### config.mk
export PLATFORM = sky130hd
export DESIGN_NAME = chan_sw_latch
export DESIGN_NICKNAME = d
export VERILOG_FILES = /design/src/rtl/chan_sw_latch.sv
export SDC_FILE = /design/constraint.sdc
export NUM_CORES = 1
export LEC_CHECK = 0
export BUFFER_PORTS_ARGS = -buffer_cell sky130_fd_sc_hd__buf_2
export CORE_ASPECT_RATIO = 1.25
export CORE_UTILIZATION = 49
export DETAILED_ROUTE_END_ITERATION = 8
export PLACE_DENSITY = 0.8
export SLEW_MARGIN = 5
export SYNTH_ARGS = -nofsm -noshare
export SYNTH_HDL_FRONTEND = slang
export SYNTH_SLANG_ARGS = --single-unit
### constraint.sdc
create_clock -name clk -period 1.55 [get_ports clk]
set_input_delay 0.155 -clock clk [delete_from_list [all_inputs] [get_ports clk]]
set_output_delay 0.155 -clock clk [all_outputs]
set_load 0.02 [all_outputs]
### src/rtl/chan_sw_latch.sv
// rtl/chan_sw_latch.sv - N-channel registered switch with break-before-make blanking, select handshake and hold
// A changeover blanks y for BLANK cycles before the new channel is connected.

module chan_sw_latch #(
    parameter int W     = 8,
    parameter int N     = 4,
    parameter int BLANK = 2,
    parameter int SELW  = $clog2(N)
) (
    input  logic              clk,
    input  logic              rst,
    input  logic [N*W-1:0]    din,
    input  logic              sel_valid,
    input  logic [SELW-1:0]   sel_req,
    output logic              sel_ready,
    input  logic              hold,
    output logic [W-1:0]      y,
    output logic              y_valid,
    output logic [SELW-1:0]   cur_sel,
    output logic              busy,
    output logic              err
);

    localparam int CW = (BLANK > 0) ? $clog2(BLANK + 1) : 1;
    localparam logic [CW-1:0]   BLANK_L = CW'(BLANK);
    localparam logic [SELW:0]   N_L     = (SELW + 1)'(N);

    typedef enum logic {
        ST_RUN,
        ST_BLANK
    } state_t;

    state_t          state_q, state_d;
    logic [CW-1:0]   cnt_q, cnt_d;
    logic [SELW-1:0] tgt_q, tgt_d;
    logic [SELW-1:0] cur_d;
    logic [W-1:0]    y_d;
    logic            yv_d;
    logic            busy_d;
    logic            err_d;
    logic            rdy_d;

    logic            accept;
    logic            req_oor;
    logic [W-1:0]    cur_data;
    logic [W-1:0]    req_data;
    logic [W-1:0]    tgt_data;

    // Out-of-range indices select nothing and yield zero.
    function automatic logic [W-1:0] pick(input logic [N*W-1:0] bus, input logic [SELW-1:0] idx);
        logic [W-1:0] r;
        r = '0;
        for (int i = 0; i < N; i++) begin
            if (idx == SELW'(i)) begin
                r = bus[i*W +: W];
            end
        end
        return r;
    endfunction

    always_comb begin
        cur_data = pick(din, cur_sel);
        req_data = pick(din, sel_req);
        tgt_data = pick(din, tgt_q);
        accept   = sel_valid & sel_ready;
        req_oor  = ({1'b0, sel_req} >= N_L);
    end

    always_comb begin
        state_d = state_q;
        cnt_d   = cnt_q;
        tgt_d   = tgt_q;
        cur_d   = cur_sel;
        y_d     = y;
        yv_d    = y_valid;
        busy_d  = busy;
        err_d   = 1'b0;
        rdy_d   = sel_ready;

        case (state_q)
            ST_RUN: begin
                if (!hold) begin
                    y_d  = cur_data;
                    yv_d = 1'b1;
                end
                if (accept) begin
                    if (req_oor) begin
                        err_d = 1'b1;
                    end else if (sel_req != cur_sel) begin
                        if (BLANK == 0) begin
                            cur_d = sel_req;
                            y_d   = req_data;
                            yv_d  = 1'b1;
                        end else begin
                            state_d = ST_BLANK;
                            cnt_d   = CW'(1);
                            tgt_d   = sel_req;
                            y_d     = '0;
                            yv_d    = 1'b0;
                            busy_d  = 1'b1;
                            rdy_d   = 1'b0;
                        end
                    end
                end
            end
            ST_BLANK: begin
                // Exit edge loads the new channel regardless of hold.
                if (cnt_q >= BLANK_L) begin
                    state_d = ST_RUN;
                    cnt_d   = '0;
                    cur_d   = tgt_q;
                    y_d     = tgt_data;
                    yv_d    = 1'b1;
                    busy_d  = 1'b0;
                    rdy_d   = 1'b1;
                end else begin
                    cnt_d = cnt_q + CW'(1);
                end
            end
            default: begin
                state_d = ST_RUN;
            end
        endcase
    end

    always_ff @(posedge clk) begin
        if (rst) begin
            state_q   <= ST_RUN;
            cnt_q     <= '0;
            tgt_q     <= '0;
            cur_sel   <= '0;
            y         <= '0;
            y_valid   <= 1'b0;
            busy      <= 1'b0;
            err       <= 1'b0;
            sel_ready <= 1'b1;
        end else begin
            state_q   <= state_d;
            cnt_q     <= cnt_d;
            tgt_q     <= tgt_d;
            cur_sel   <= cur_d;
            y         <= y_d;
            y_valid   <= yv_d;
            busy      <= busy_d;
            err       <= err_d;
            sel_ready <= rdy_d;
        end
    end

endmodule
* Word-level counts from Yosys, hierarchy flattened *
Index checks and enable logic that the tools add are counted.

storage, ports and cells
  register bits = 18
  logic and storage cells = 61

operators by class
  mux-type cells = 33
  reduce and logical (&&, ||, !) cells = 6
  $lt $le $gt $ge = 1
  $add $sub $neg = 1
  bitwise gates (word level) = 2
  eq/ne operators = 10

operators by type and width
  cell                   count
  $mux W8                12
  $pmux W8 S2            1
  $mux W1                12
  $eq A2 B2 Y1 const B   4
  $pmux W1 S2            4
  $mux W2                3
  $reduce_and A3 Y1      2
  $eq A2 B1 Y1 const B   2
  $logic_not A2 Y1       2
  $ne A2 B2 Y1 const B   2
  $pmux W2 S2            1
  $reduce_and A2 Y1      2
  $add A2 B1 Y2 const B  1
  $ge A2 B2 Y1 const B   1
  $ne A2 B1 Y1 const B   1
  $ne A2 B2 Y1           1
  $and A1 B1 Y1          1
  $not A1 Y1             1

* Longest topological paths before layout *
Gate-level depths: netlist of the first run.

  depth after elaboration = 9
  depth in mapped cells = 6

* Least setup slack after synthesis of the first run *
No wires, ideal clock.

  kind = register to register
  start point = register cur_sel[0]
  end point = register y[6]
  path buffers = 2
  path slack = 0.109 ns
  cell stages (with the launch flop) = 7
  arrival = 1.307 ns
  setup time = 0.134 ns
  path through = dfxtp_1 -> buf_6 -> buf_12 -> nor2b_1 -> a2111oi_0 -> a221o_1 -> o22ai_2

between the ends
  longest elaborated chain between the ends = 9
  elaborated cells on any way between the ends = 13
  those cells by class = 4 x eq/ne; 8 x mux; 1 x reduce/logical

RTL lines
  what                    RTL line  source
  start, declared         19        output logic [SELW-1:0] cur_sel,
  start signal, assigned  141       cur_sel <= cur_d;
  $logic_not A2 Y1        54        if (idx == SELW'(i)) begin
  $mux W8 (4 in a row)    54
  $mux W8                 82        if (!hold) begin
  $mux W8                 89        end else if (sel_req != cur_sel) begin
  $mux W8 *               86        if (accept) begin
  $pmux W8 S2 *           80        case (state_q)
  end signal, assigned    142       y <= y_d;
  end, declared           17        output logic [W-1:0] y,

Every way passes the cells marked *; elsewhere a longest branch is shown, timed or not.
A chain may end at the register's enable or synchronous reset.

* Worst setup path after layout of the first run *
  start point = register cur_sel[1]
  end point = register y[1]

Same word-level chain as after synthesis.

==> flow_metrics.tcl, run 1 <==
set metrics [dict create \
    synthesis.nets 191 \
    drive_gt1_share_pct 38.3 \
    num_vias 1361 \
    grt_overflow_total 0 \
    cts_tree "done" \
    met3_usage_pct 3.95 \
    hold_viol 0 \
    setup_viol 0 \
    drcViolationCount 0 \
    fin_crit_sh_pct 90.4 \
    met2_usage_pct 44.8 \
    synthArstFlopShare_pct 0 \
    ff_latch_area_um2 363 \
    cp.required_ps 1780 \
    busiest_layer "met2" \
    n_antenna_cell 0 \
    worstSetupEndpointType "flop" \
    post-route-min-period_ps 1400 \
    dp_hpwl_um 2820 \
    layout.cells.non_filler 235 \
    yosysWarnings 0 \
    via_per_inst 5.79 \
    synth-edff-count 0 \
    clkPwrFrac_pct 24.7 \
    port_buffers 50 \
    core_um2 2680 \
    clock-sinks 18 \
    r2r-end "y[1]" \
    slew_violations 0 \
    die_w_um 49.3 \
    tns_ps 0 \
    synth_cell_type_count 29 \
    postRouteAntennaNets 0 \
    grt_pass1_wl_um 5870 \
    finalWirelength_um 3640 \
    ctsLongestPathBuffers 2 \
    drt-wirelength-per-cell_um 15.5 \
    worst_slew_pin_slew_ps 509 \
    relSlewSlack_pct 66.1 \
    synth_top_cell_area_share_pct 26.3 \
    insertion_delay_ps 300 \
    grt_max_degree 19 \
    final_cell_mix "buf_2, mux2i_1, dfxtp_1" \
    drtPass1Iterations 4 \
    clk_pin_slew_ps 110 \
    seqPwrFrac_pct 44.1 \
    initial_core_util_pct 51.2 \
    maxCapViolCount 0 \
    fin_worst_skew_ps 2.71 \
    numCtsBuffers 3 \
    antenna_found_initial 0 \
    finalCoreUtilization_pct 62.2 \
    place_congestion 0.812 \
    sw_frac_of_total_pct 32.8 \
    ys_seq_area_share_pct 26.3 \
    max_freq_ghz 0.714 \
    rr_startpoint "cur_sel[1]" \
    crit_path_start "cur_sel[1]" \
    avgSynthCellArea_um2 8.96 \
    start_kind "flop" \
    num-nets-final 240 \
    fillCellCount 248 \
    cts.repair.resized 0 \
    die_h_um 61.1 \
    synthCells 153 \
    grt_setup_unrepaired "false" \
    p_sw_mw 0.403 \
    cp.arrival_ps 1630 \
    power_frac_comb_pct 31.3 \
    h-tree-depth 1 \
    drt_iter0_drc 61 \
    rows 21 \
    cellPowerDensity_nw_per_um2 737 \
    reg2reg_slack_ps 150 \
    p_leak_nw 0.659 \
    dieArea_um2 3020 \
    clockRootBuffer "clkbuf_4" \
    status "complete, no violations" \
    cp-endpoint "y[1]" \
    synth.largest_area_cell "dfxtp_1" \
    multiInputGateArea_um2 866 \
    track_usage_pct 25.1 \
    min_path_type "in -> reg" \
    met1_usage_pct 30.3 \
    cts_hold_repair.buffers 0 \
    synthFlopType "dfxtp_1" \
    rr_worst_depth 5 \
    p_int_mw 0.825 \
    path_class "reg -> reg" \
    synth_seq_cells 18 \
    io_pins 52 \
    dp_cells 231 \
    synth_area_um2 1370 \
    grt_pass1_vias 1329 \
    synth_area_leaders "dfxtp_1, mux2i_1, o22ai_2, a221o_1, a21oi_1" \
    layout_commonest_cell "buf_2" \
    post_cts_buffers 0 \
    synthToLayoutAreaGrowth_pct 21.5 \
    irDropWorstVdd_v 0.000629 \
    power_mw 1.23 \
    path_max_fanout 8 \
]
==> worst min-delay path by stage <==
stage                          start  endpoint  slack, ps  depth (start not counted)
after detailed placement  sel_req[1]  tgt_q[1]        430                          3
after floorplan           sel_req[0]  tgt_q[0]        300                          2
after CTS                 sel_req[1]  tgt_q[1]        120                          3
after global placement    sel_req[1]  tgt_q[1]        430                          3
final                     sel_req[1]  tgt_q[1]        120                          3
after global routing      sel_req[1]  tgt_q[1]        130                          3
==> registers in the layout, indices dropped and copies added (netlist names) <==
signal and count:
sel_ready 1, tgt_q 2, busy 1, y 8
y_valid 1, cnt_q 2, cur_sel 2, state_q 1
==> metal layers <==
| layer | routed length (um) | vias up | share of wire [%] |
|---|---|---|---|
| met1 | 1580 | 626 | 43 |
| met2 | 1780 | 61 | 49 |
| met4 | 29 | 0 | 0.80 |
| met5 | 0 | - | 0 |
| li1 | - | 668 | - |
| met3 | 253 | 6 | 6.9 |
==> power by group through the flow <==
stage | registers (mW) | logic (mW) | clock network, mW
after floorplan | 0.573 | 0.229 | 0
after global placement | 0.549 | 0.367 | 0
after detailed placement | 0.551 | 0.381 | 0
after CTS | 0.540 | 0.383 | 0.307
after global routing | 0.546 | 0.417 | 0.322
final | 0.541 | 0.384 | 0.303
==> area by class of cell <==
class	count	area share (%)
inverter	9	2.03
sequential	18	21.8
timing repair buffer	60	19.5
multi-input combinational	110	52.0
clock buffer	4	2.18
tap	34	2.55
==> worst max-delay path: stages, from the launching register on <==
cell and delay [ps]:
dfxtp_2 370, xnor2_1 310, a21oi_1 170, nand2b_1 170, buf_4 180, o22ai_1 130
==> metrics by stage <==
| step | area (um2) | hold slack (ps) | worst slack (ps) |
|---|---|---|---|
| 2_1_floorplan | 1370 | 302 | 109 |
| 3_3_place_gp | 1620 | 434 | 141 |
| 3_5_place_dp | 1620 | 433 | 46.9 |
| 4_1_cts | 1660 | 117 | 25.4 |
| 5_1_grt | 1670 | 133 | 42.7 |
| 6_report | 1670 | 121 | 149 |
==> synth_stat cells (6+ instances only) <==
library cell and number:
clkbuf_1 6, o22ai_1 9, nor2b_1 9, dfxtp_1 18, a221o_1 8, nor2_1 6, o22ai_2 7, inv_1 9
mux2i_1 26, a2111oi_0 7, nand2_1 6, a21oi_1 15
==> cell families after synthesis <==
kind of cell	after synthesis	synth area share [%]
compound gates	52	30.9
xor+xnor	2	1.83
buf+inv	25	11.0
flops	18	26.3
mux	26	19.0
other cells	1	0.273
simple gates	29	10.7
Note: power is estimated with default switching activity, not from simulation.
==> run 2, diff against run 1 <==
==> constraint.sdc (replaced) <==
create_clock -name clk -period 1.4 [get_ports clk]
set_input_delay 0.28 -clock clk [delete_from_list [all_inputs] [get_ports clk]]
set_output_delay 0.28 -clock clk [all_outputs]
set_load 0.02 [all_outputs]
==> run 2 against run 1 <==
Clock power increased by 8.6%. Critical endpoint is now y[4]. Critical path type unchanged. Non-clock buffer count grew 7. Sequential power grew 11%. Flip-flop and latch count unchanged. Die area is the same. Clock skew rose by 7.6 ps. Cell count rose by 3.0%. Sequential share of layout area decreased by 1.4 points. Cell area grew 7.0%. Worst setup slack worse by 110 ps.
==> flow_metrics.tcl, run 2 (synthesis gave the netlist of run 1 again) <==
set metrics [dict create \
    status "complete, no violations" \
    io_pins 52 \
    track_usage_pct 25.9 \
    post-route-min-period_ps 1360 \
    cp.arrival_ps 1580 \
    placed_area_um2 1680 \
    path_buf_inv 2 \
    die_w_um 49.3 \
    critPathTopFamily "compound AO/OA/AOI/OAI gates" \
    final_cell_area_um2 1780 \
    maxCapViolCount 0 \
    hold_viol 0 \
    postRouteAntennaNets 0 \
    path_max_fanout 13 \
    grt_max_degree 17 \
    num-nets-final 247 \
    core_um2 2680 \
    place_congestion 0.813 \
    critPathMaxStageDelay_ps 410 \
    finalWirelength_um 3750 \
    insertion_delay_ps 300 \
    drt-wirelength-per-cell_um 15.5 \
    ctsLongestPathBuffers 2 \
    cts_hold_repair.buffers 0 \
    die_h_um 61.1 \
    numCtsBuffers 3 \
    cts_tree "done" \
    p_leak_nw 0.709 \
    largest_register_ffs 8 \
    synthToLayoutAreaGrowth_pct 30.0 \
    irDropWorstVdd_v 0.000644 \
    clockRootBuffer "clkbuf_4" \
    drcViolationCount 0 \
    cp.required_ps 1620 \
    cellPowerDensity_nw_per_um2 773 \
    setup_viol 0 \
    num_vias 1427 \
    slew_violations 0 \
    max_freq_ghz 0.736 \
    path_class "reg -> reg" \
    clock-sinks 18 \
    fin_worst_skew_ps 10.3 \
    grt_overflow_total 0 \
    finalCoreUtilization_pct 66.5 \
    port_buffers 50 \
    crit_chain "buf_12 -> buf_4 -> mux2i_1 -> a221o_1 -> o22ai_2" \
    fin_crit_sh_pct 97.1 \
    grt_pass1_wl_um 5980 \
    layout_commonest_cell "buf_2" \
    start_kind "flop" \
    grt_setup_unrepaired "true" \
    final_cell_mix "buf_2, mux2i_1, dfxtp_1" \
    n_antenna_cell 0 \
    clk_pin_slew_ps 100 \
    whs_ps 284 \
    drive_gt1_share_pct 42.8 \
    grt_pass1_vias 1343 \
    drt_iter0_drc 47 \
    drtPass1Iterations 4 \
    min_path_type "in -> reg" \
    dieArea_um2 3020 \
    cpMaxStageDelayCell "dfxtp_4" \
    initial_core_util_pct 51.2 \
    antenna_found_initial 0 \
    top_register "y" \
    rows 21 \
    dp_hpwl_um 2800 \
    via_per_inst 5.90 \
    h-tree-depth 1 \
    worstSetupEndpointType "flop" \
]
-- run 2: changes by cell type in the layout (fill, tap and decap cells not counted), moves of 2 or more --
cell,previous run,this run
dfxtp_2,2,0
buf_4,10,14
a2111oi_1,3,1
a2111oi_0,4,2
buf_12,0,2
a2111oi_2,1,5
-- run 2: tightest hold or removal path, delay by kind of cell --
family        cells  cell delay (ps)
buf+inv           1              110
mux               1               70
simple gates      1               80
-- run 2: layer usage --
| metal | track usage, % | up-vias | share of wire, % |
|---|---|---|---|
| met2 | 50.1 | 56 | 51 |
| met1 | 29.2 | 689 | 43 |
| met5 | 0 | - | 0 |
| met3 | 1.98 | 4 | 4.4 |
| met4 | 11.8 | 0 | 1.0 |
| li1 | - | 678 | - |
-- run 2: timing repair --
action                     4_1_cts  5_1_grt
pin swaps                        0        3
setup endpoints to repair        5        7
setup buffers                    0        3
resized for setup                5        9
-- run 2: layout make-up --
class,instances,area (um2)
Fill cell,231,897
Sequential cell,18,364
Multi-Input combinational cell,110,900
Tap cell,34,42.5
Timing Repair Buffer,67,407
Clock buffer,4,36.3
Inverter,9,33.8
-- run 2: final timing paths --
kind | from | to | slack [ps] | cells after the start
max | cur_sel[0] | y[4] | 40 | 5
min | sel_req[1] | tgt_q[1] | 280 | 3
min reg2reg | cnt_q[0] | cnt_q[0] | 490 | 1
max reg2reg | cur_sel[0] | y[4] | 40 | 5
-- run 2: through the flow --
step	TNS (ps)	setup slack, ps	instances	power, mW
after floorplan	0	40.6	153	0.888
after global placement	-72.2	-47.5	235	1.03
after detailed placement	-562	-199	235	1.05
after CTS	0	2.94	239	1.37
after global routing	-4.54	-3.05	242	1.45
final	0	41.1	242	1.38
-- run 2: where the power goes --
part	switching [mW]	internal, mW
clock network	0.171	0.158
logic	0.236	0.215
registers	0.0429	0.556
==> run 3, diff against run 2 <==
--- a/config.mk
+++ b/config.mk
@@ -10,6 +10,7 @@
 export CORE_UTILIZATION = 49
 export DETAILED_ROUTE_END_ITERATION = 8
 export PLACE_DENSITY = 0.8
+export SETUP_SLACK_MARGIN = 0.3
 export SLEW_MARGIN = 5
 export SYNTH_ARGS = -nofsm -noshare
 export SYNTH_HDL_FRONTEND = slang
==> run 3 against run 2 <==
Power up 8.1%. Clock power up 3%. Largest power group unchanged. Critical path depth rose by 1. Highest routed layer unchanged. Non-clock buffer count is 10 higher.
==> flow_metrics.tcl, run 3 (synthesis gave the netlist of run 1 again) <==
set metrics [dict create \
    drcViolationCount 0 \
    layout_commonest_cell "buf_2" \
    start_kind "flop" \
    critPathTopFamily "compound AO/OA/AOI/OAI gates" \
    path_buf_inv 3 \
    rows 21 \
    critPathMaxStageDelay_ps 390 \
    cp.arrival_ps 1600 \
    drt-wirelength-per-cell_um 18.7 \
    fin_worst_skew_ps 10.7 \
    irDropWorstVdd_v 0.00113 \
    maxCapViolCount 0 \
    grt_pass1_wl_um 6370 \
    grt_max_degree 19 \
    fin_crit_sh_pct 96.9 \
    antenna_found_initial 0 \
    clk_pin_slew_ps 120 \
    port_buffers 50 \
    finalWirelength_um 4710 \
    largest_register_ffs 8 \
    grt_pass1_vias 1420 \
    post-route-min-period_ps 1360 \
    die_w_um 49.3 \
    die_h_um 61.1 \
    reg2reg_slack_ps 40 \
    p_leak_nw 0.790 \
    io_pins 52 \
    h-tree-depth 1 \
    final_cell_mix "buf_2, mux2i_1, buf_4" \
    power_mw 1.49 \
    dp_hpwl_um 2770 \
    drt_iter0_drc 94 \
    via_per_inst 6.10 \
    path_class "reg -> reg" \
    cellPowerDensity_nw_per_um2 727 \
    grt_overflow_total 0 \
    slew_violations 0 \
    synthToLayoutAreaGrowth_pct 49.5 \
    drtPass1Iterations 4 \
    dieArea_um2 3020 \
    path_max_fanout 6 \
    numCtsBuffers 3 \
    min_path_type "in -> reg" \
    worstSetupEndpointType "flop" \
    ctsLongestPathBuffers 2 \
    initial_core_util_pct 51.2 \
    cp.required_ps 1650 \
    insertion_delay_ps 310 \
    clockRootBuffer "clkbuf_4" \
    dpl_worst_slack_ps -21.9 \
    setup_viol 0 \
    status "complete, no violations" \
    crit_chain "buf_8 -> buf_12 -> buf_6 -> mux2i_1 -> a221o_1 -> o22ai_2" \
    drive_gt1_share_pct 53.2 \
    core_um2 2680 \
    postRouteAntennaNets 0 \
    n_antenna_cell 0 \
    num_vias 1538 \
    num-nets-final 257 \
    grt_setup_unrepaired "true" \
    hold_viol 0 \
    cpMaxStageDelayCell "dfxtp_4" \
    place_congestion 0.899 \
    track_usage_pct 28.1 \
    clock-sinks 18 \
    max_freq_ghz 0.737 \
    timing.final.ws_setup_ps 43.8 \
    cts_tree "done" \
    top_register "y" \
]
==> run 3: what timing repair did <==
action	CTS	global route
pin swaps	2	5
setup endpoints to repair	27	31
gates resized for setup	38	20
hold buffers	0	0
setup buffers	7	7
==> run 3: metrics by stage <==
step / instance area [um2] / cells / utilization [%] / hold WS (ps) / setup TNS [ps]
floorplan: 1390 / 153 / - / 427 / 0
global placement: 1670 / 234 / 62.5 / 457 / 0
detailed placement: 1670 / 234 / 62.5 / 462 / -21.9
CTS: 1880 / 245 / 70.3 / 263 / 0
global route: 2050 / 252 / 76.5 / 270 / 0
finish: 2050 / 252 / 76.5 / 268 / 0
==> run 3: metal layers <==
metal  up-vias  GRT usage, %  routed length [um]
li1        703             -                   -
met1       723          30.6                1800
met2        89          52.6                2450
met3        23          4.44                 279
met4         0          15.5                 187
met5         -             0                   0
==> run 3: path summary, 6_finish.rpt <==
check,start,to,cells past startpoint
hold / removal,rst,y_valid,2
hold reg to reg,cnt_q[0],cnt_q[0],1
setup reg to reg,cur_sel[0],y[6],6
setup / recovery,cur_sel[0],y[6],6
==> run 3: report_power, final <==
part | switching (mW) | internal (mW) | total [mW]
Clock | 0.180 | 0.159 | 0.340
Sequential | 0.0491 | 0.560 | 0.609
Combinational | 0.273 | 0.268 | 0.541
Total | 0.502 | 0.987 | 1.49
==> run 3: cell type report <==
type                    instances  area (um2)
clock buffers                   4        36.3
flip-flops and latches         18         382
fillers                       187         631
well taps                      34        42.5
multi-input cells             110         990
repair buffers                 77         562
inverters                       9        37.5
